`config.mk`:
```
export PLATFORM = sky130hd
export DESIGN_NAME = op_cycle_counter
export DESIGN_NICKNAME = d
export VERILOG_FILES = /design/src/rtl/op_counter_pkg.sv /design/src/rtl/op_cycle_counter_regn.sv /design/src/rtl/op_cycle_counter.sv
export SDC_FILE = /design/constraint.sdc
export NUM_CORES = 1
export LEC_CHECK = 0
export BUFFER_PORTS_ARGS = -buffer_cell sky130_fd_sc_hd__buf_4
export CORE_MARGIN = 2
export CORE_UTILIZATION = 25
export DETAILED_ROUTE_END_ITERATION = 10
export PLACE_DENSITY = 0.46
export SYNTH_ARGS = -nofsm -noshare
export SYNTH_HDL_FRONTEND = slang
export SYNTH_HIERARCHICAL = 1
export SYNTH_SLANG_ARGS = --single-unit
export TNS_END_PERCENT = 100
```
`constraint.sdc`:
```
create_clock -name clk -period 2.19 [get_ports clk]
set_input_delay 0.3285 -clock clk [delete_from_list [all_inputs] [get_ports clk]]
set_output_delay 0.3285 -clock clk [all_outputs]
set_load 0.02 [all_outputs]
```
`src/rtl/op_counter_pkg.sv`:
```
// Shared state encoding for the operation cycle counter and the multdiv control.
package op_counter_pkg;

    localparam int STATE_W = 2;

    typedef enum logic [STATE_W-1:0] {
        ST_IDLE = 2'd0,
        ST_RUN  = 2'd1,
        ST_DONE = 2'd2
    } op_state_e;

endpackage

```
`src/rtl/op_cycle_counter_regn.sv`:
```
// Generic WIDTH-bit register with synchronous reset to RST_VAL and load enable.
module regn #(
    parameter int               WIDTH   = 6,
    parameter logic [WIDTH-1:0] RST_VAL = {WIDTH{1'b0}}
) (
    input  logic             i_clk,
    input  logic             i_rst,
    input  logic             i_en,
    input  logic [WIDTH-1:0] i_d,
    output logic [WIDTH-1:0] o_q
);

    // Storage: reset wins, otherwise load when enabled.
    always_ff @(posedge i_clk) begin
        if (i_rst) begin
            o_q <= RST_VAL;
        end else if (i_en) begin
            o_q <= i_d;
        end else begin
            o_q <= o_q;
        end
    end

endmodule

```
`src/rtl/op_cycle_counter.sv`:
```
// Counts max(terminal,1) cycles after an accepted start and flags completion
// with a pulse (or a held ready when STICKY=1); optional periodic reload.
module op_cycle_counter
    import op_counter_pkg::*;
#(
    parameter int WIDTH  = 6,
    parameter int STICKY = 0
) (
    input  logic             clk,
    input  logic             reset,
    input  logic             start,
    input  logic [WIDTH-1:0] terminal,
    input  logic             auto_reload,
    input  logic             abort,
    input  logic             ack,
    output logic             busy,
    output logic             ready,
    output logic [WIDTH-1:0] count,
    output logic             overrun
);

    localparam logic [WIDTH-1:0] ONE = {{(WIDTH-1){1'b0}}, 1'b1};

    logic [STATE_W-1:0] r_state;
    logic [STATE_W-1:0] w_state_bits_d;
    op_state_e          w_state;
    op_state_e          w_state_d;
    logic [WIDTH-1:0]   r_count;
    logic [WIDTH-1:0]   w_count_d;
    logic [WIDTH-1:0]   r_term;
    logic [WIDTH-1:0]   w_term_d;
    logic               r_reload;
    logic               r_overrun;
    logic               w_accept;
    logic               w_over_set;
    logic               w_term_hit;

    assign w_state        = op_state_e'(r_state);
    assign w_state_bits_d = w_state_d;
    assign w_term_d       = (terminal == {WIDTH{1'b0}}) ? ONE : terminal;
    assign w_term_hit     = (w_state == ST_RUN) && (r_count == r_term);

    regn #(.WIDTH(STATE_W), .RST_VAL(2'd0)) u_state_reg (
        .i_clk(clk), .i_rst(reset), .i_en(1'b1), .i_d(w_state_bits_d), .o_q(r_state)
    );

    regn #(.WIDTH(WIDTH), .RST_VAL({WIDTH{1'b0}})) u_count_reg (
        .i_clk(clk), .i_rst(reset), .i_en(1'b1), .i_d(w_count_d), .o_q(r_count)
    );

    regn #(.WIDTH(WIDTH), .RST_VAL(ONE)) u_term_reg (
        .i_clk(clk), .i_rst(reset), .i_en(w_accept), .i_d(w_term_d), .o_q(r_term)
    );

    // Next-state and next-count; abort outranks every other request.
    always_comb begin
        w_state_d  = w_state;
        w_count_d  = r_count;
        w_accept   = 1'b0;
        w_over_set = 1'b0;
        if (abort) begin
            w_state_d = ST_IDLE;
            w_count_d = {WIDTH{1'b0}};
        end else begin
            case (w_state)
                ST_IDLE: begin
                    if (start) begin
                        w_accept  = 1'b1;
                        w_state_d = ST_RUN;
                        w_count_d = ONE;
                    end else begin
                        w_count_d = {WIDTH{1'b0}};
                    end
                end
                ST_RUN: begin
                    if (w_term_hit) begin
                        if (r_reload) begin
                            w_count_d = ONE;
                        end else if (start) begin
                            // Back-to-back: restart straight from the terminal cycle.
                            w_accept  = 1'b1;
                            w_count_d = ONE;
                        end else if ((STICKY == 0) || ack) begin
                            w_state_d = ST_IDLE;
                            w_count_d = {WIDTH{1'b0}};
                        end else begin
                            w_state_d = ST_DONE;
                        end
                    end else begin
                        w_count_d  = r_count + ONE;
                        w_over_set = start;
                    end
                end
                ST_DONE: begin
                    if (start) begin
                        w_accept  = 1'b1;
                        w_state_d = ST_RUN;
                        w_count_d = ONE;
                    end else if (ack) begin
                        w_state_d = ST_IDLE;
                        w_count_d = {WIDTH{1'b0}};
                    end else begin
                        w_count_d = r_term;
                    end
                end
                default: begin
                    w_state_d = ST_IDLE;
                    w_count_d = {WIDTH{1'b0}};
                end
            endcase
        end
    end

    // Reload mode latch and the reset-only overrun flag.
    always_ff @(posedge clk) begin
        if (reset) begin
            r_reload  <= 1'b0;
            r_overrun <= 1'b0;
        end else begin
            r_reload  <= w_accept ? auto_reload : r_reload;
            r_overrun <= r_overrun | w_over_set;
        end
    end

    assign busy    = (w_state == ST_RUN);
    assign ready   = !abort && (w_term_hit || (w_state == ST_DONE));
    assign count   = r_count;
    assign overrun = r_overrun;

endmodule

```
Word-level counts from Yosys, hierarchy flattened:

Index checks and enable logic that the tools add are counted.

* bitwise gates (word level): 1
* eq/ne operators: 8
* add/subtract/negate cells: 1
* reductions and logical operators: 9
* multiplexer cells: 22

Operators with widths (number)
* two-way mux 6 bit: 5
* one-hot mux 6 bit (3 select lines): 1
* two-way mux 2 bit: 6
* two-way mux 1 bit: 8
* adder 6 x 1 -> 6 bit, second input constant: 1
* equality test 6 bit: 1
* zero test 6 bit: 1
* inequality test 2 bit, second input constant: 3
* one-hot mux 2 bit (3 select lines): 1
* AND reduction 5 bit: 1
* OR reduction 2 bit: 2
* inequality test 3 bit, second input constant: 1
* equality test 2 x 1 -> 1 bit, second input constant: 1
* equality test 2 bit, second input constant: 1
* logical AND 1 bit: 2
* zero test 2 bit: 1
* inequality test 2 x 1 -> 1 bit, second input constant: 1
* one-hot mux 1 bit (2 select lines): 1
* zero test 1 bit: 1
* logical OR 1 bit: 1
* bitwise OR 1 bit: 1

* input bits: 12
* output and inout port bits: 9
* flip-flop bits (word level): 16

Longest topological paths before layout:

* depth in word-level cells: 6
* mapped depth: 8
* gate-level depth less buffers: 6

Modules after synthesis:

Netlist, hierarchy kept.

Modules (own cells, without submodules)
* op_cycle_counter: area an instance 469.2 um^2, instances 1, cells each 63
* regn at u_term_reg: area an instance 217.7 um^2, instances 1, cells each 19
* regn at u_count_reg: area an instance 214.0 um^2, instances 1, cells each 19
* regn at u_state_reg: area an instance 67.6 um^2, instances 1, cells each 6

Least setup slack after synthesis:

OpenSTA, ideal clock, no wires.

* kind: register to register
* start point: reg u_count_reg.o_q[0]
* end point: reg u_term_reg.o_q[0]
* slack: 0.064 ns
* cell stages (with the launch flop): 9
* arrival: 2.006 ns
* buffers on the path: 2
* cell sequence: dfxtp_1 xor2_1 nor3_2 or3b_1 buf_6 o41ai_2 buf_6 nor2b_2 a211o_1

* longest elaborated chain between the ends: 5

RTL lines
* start: declaration: RTL line op_cycle_counter_regn.sv:10 `output logic [WIDTH-1:0] o_q`
* start signal: assignment: RTL line op_cycle_counter_regn.sv:18 `o_q <= i_d;`
* start signal: assignment: RTL line op_cycle_counter_regn.sv:20 `o_q <= o_q;`
* equality test 6 bit: RTL line op_cycle_counter.sv:41 `assign w_term_hit = (w_state == ST_RUN) && (r_count == r_term);`
* logical AND 1 bit: RTL line op_cycle_counter.sv:41
* two-way mux 1 bit: RTL line op_cycle_counter.sv:76 `if (w_term_hit) begin`
* one-hot mux 1 bit (2 select lines): RTL line op_cycle_counter.sv:65 `case (w_state)`
* two-way mux 1 bit: RTL line op_cycle_counter.sv:61 `if (abort) begin`
* net w_accept: RTL line op_cycle_counter.sv:34 `logic w_accept;`
* end signal: assignment: RTL line op_cycle_counter_regn.sv:18
* end signal: assignment: RTL line op_cycle_counter_regn.sv:20
* end: declaration: RTL line op_cycle_counter_regn.sv:10

The timed path passes the listed nets, and every way through them passes these cells.
A chain may end at the register's enable or synchronous reset.

Final worst setup path:

* start point: reg u_state_reg.o_q[0]
* end point: out ready

* longest elaborated chain between the ends: 4
* elaborated cells on any way between the ends: 5
* classes of those cells: eq/ne: 2; reduce/logical: 3

RTL lines
* start: declaration: RTL line op_cycle_counter_regn.sv:10
* start signal: assignment: RTL line op_cycle_counter_regn.sv:18
* start signal: assignment: RTL line op_cycle_counter_regn.sv:20
* equality test 2 x 1 -> 1 bit: RTL line op_cycle_counter.sv:41
* logical AND 1 bit: RTL line op_cycle_counter.sv:41
* logical OR 1 bit *: RTL line op_cycle_counter.sv:126 `assign ready = !abort && (w_term_hit || (w_state == ST_DONE));`
* logical AND 1 bit *: RTL line op_cycle_counter.sv:126
* end: declaration: RTL line op_cycle_counter.sv:17 `output logic ready,`

Every way passes the cells marked *; elsewhere a longest branch is shown, timed or not.

==> impl_metrics.tcl <==
set metrics [dict create \
    worstSetupStartpointType "flip-flop" \
    root_buffer "clkbuf_8" \
    hold_path_depth 3 \
    place_inst 172 \
    r2r-end "u_term_reg/o_q[5]" \
    antenna_found_initial 0 \
    ctsHoldBuffers 0 \
    rows 22 \
    timing.setup.tns_ps 0 \
    yosysTopAreaCell "dfxtp_1" \
    syn2layout_area_growth_pct 25.1 \
    critPathRequiredTime_ps 1860 \
    grt_pass1_vias 729 \
    drv_slew 0 \
    finalInstanceArea_um2 1210 \
    antenna_cells 0 \
    worstSetupPathType "flip-flop to output port" \
    core-area_um2 3690 \
    hold_viol_final 0 \
    skew_ps 2.73 \
    hold_path_end "u_term_reg/o_q[1]" \
    powerDensity_nw_per_um2 569 \
    synth.area.top_cells "dfxtp_1 33%, mux2i_1 13%, nor2_1 6.6%, a32o_1 6.2%, xor2_1 5.4%" \
    ys_ff_latch 16 \
    cap_violations 0 \
    crit_arrival_ps 1670 \
    min_period_over_period_pct 91.4 \
    via_per_inst 4.49 \
    drive_above_1_share_pct 25.0 \
    fin_nets 142 \
    p_leak_nw 0.551 \
    synth.avg_cell_area_um2 9.05 \
    rr_worst_depth 7 \
    yosys_warnings 6 \
    ant_nets 0 \
    setup_slack_ps 188 \
    cts_setup_buffers 0 \
    max_freq_mhz 499 \
    drt_iter0_markers 40 \
    final.min_clock_period_ps 2000 \
    hpwlAfterDp_mm 1.70 \
    fp.dieW_um 66.2 \
    setup_violations 0 \
    clkLatencyLatePin_ps 250 \
    drc_errors 0 \
    holdCritStartpoint "terminal[1]" \
    synth_area_um2 968 \
    grt_overflow_total 0 \
    r2r_setup_slack_ps 230 \
    htree_levels 1 \
    r2r_start "u_count_reg/o_q[5]" \
    dieArea_um2 4390 \
    critPathLaunch "u_state_reg/o_q[0]" \
    place_area_um2 1160 \
    routabilityCongestion 0.839 \
    synth_top_cell_area_share_pct 33.1 \
    tritoncts "built" \
    rsz0062_at_grt "no" \
    num_vias 791 \
    ctsResizeCount 0 \
    grt_pass1_wl_mm 3.58 \
    grt_max_degree 17 \
    cts_max_path_buffers 2 \
    cts_inserted_buffers 3 \
    syn_inst 107 \
    wirelength_mm 2.18 \
    status "finished clean" \
    worst_pin_slew_ps 675 \
    slew-limit-headroom_pct 54.6 \
    ir_drop_v 0.000372 \
    cts_sinks 16 \
    io_buffers 20 \
    end_kind "output port" \
    grt_usage_pct 10.8 \
    dieHeight_um 66.2 \
    start_util_pct 26.3 \
    place_ws_ps 234 \
    layoutNonFillerInstCount 176 \
    cp_max_fo 8 \
    io_pins 21 \
    wire_per_inst_um 12.4 \
    yosysSeqAreaShare_pct 33.1 \
    drt_pass1_iterations 4 \
    synth_cell_types 31 \
    hold_path.class "input port to flip-flop" \
    cts.clk_slew.worst_paths_ps 70 \
]
layout by cell type, fill, tap and decap left out, types with 4 or more instances in the layout:
master    count
xnor2_1       4
xor2_1        6
buf_4        23
mux2i_1      13
nor2_1       17
inv_1         5
clkbuf_8      4
dfxtp_1      16
a32o_1        6
cell usage after synthesis:
library cell and number:
a211o_1 2, a21oi_1 3, a311oi_1 2, a31oi_1 1
a32o_1 6, and4b_1 1, and4bb_1 1, buf_6 3
clkbuf_1 5, conb_1 1, dfxtp_1 16, ha_1 1
inv_1 5, mux2i_1 13, nand2_1 3, nand2b_1 3
nand3_1 2, nor2_1 17, nor2b_2 1, nor3_1 2
nor3_2 1, nor4_2 1, o21a_1 1, o21ai_0 1
o21bai_1 1, o41ai_2 1, or2_2 1, or3b_1 1
or4_1 1, xnor2_1 4, xor2_1 6
worst max path at each step:
stage | to | cells past startpoint
floorplan | u_term_reg/o_q[0] | 8
global placement | u_term_reg/o_q[5] | 7
detailed placement | u_term_reg/o_q[5] | 7
CTS | ready | 5
global route | ready | 5
finish | ready | 5
metal layers:
metal	track usage (%)	wire, um	up-vias
met5	0	0	-
met4	3.06	20	0
met3	3.58	86	5
met2	15.8	972	15
met1	15.0	1100	353
li1	-	-	418
critical path, stage by stage, from the launching register on:
cell and delay, ps:
dfxtp_1 470, nand2b_1 180, and4bb_1 320, nand2_1 120
a21oi_1 170, buf_4 160
power by group:
part           total, mW  internal, mW  switching (mW)
Combinational      0.107        0.0537          0.0534
Clock              0.269         0.160           0.110
Sequential         0.313         0.301          0.0111
Total              0.689         0.515           0.174
sequential cells by signal, indices dropped and copies added (netlist names):
signal	flops
overrun	1
u_state_reg/o_q	2
u_term_reg/o_q	6
u_count_reg/o_q	6
r_reload	1
cell type report:
class,count,area (um2)
clock buffers,4,55.1
fillers,425,2480
multi-input cells,80,584
flip-flops and latches,16,320
well taps,48,60.1
repair buffers,23,173
inverters,5,18.8
cell families after synthesis:
| group | synth area share, % |
|---|---|
| buffers and inverters | 7.36 |
| XOR/XNOR | 9.04 |
| AND/OR/NAND/NOR | 19.6 |
| multiplexers | 13.4 |
| other | 0.387 |
| adder cells (fa/ha/maj) | 1.29 |
| AO/OA/AOI/OAI | 15.8 |
| flip-flops | 33.1 |
stage by stage:
step | hold slack [ps] | utilization [%] | total power [mW]
6_report | 322 | 32.8 | 0.689
5_1_grt | 345 | 32.8 | 0.716
4_1_cts | 318 | 32.8 | 0.699
3_5_place_dp | 481 | 31.3 | 0.427
3_3_place_gp | 471 | 31.3 | 0.425
2_1_floorplan | 401 | - | 0.392
No activity file was read; power rests on OpenSTA's default activity.
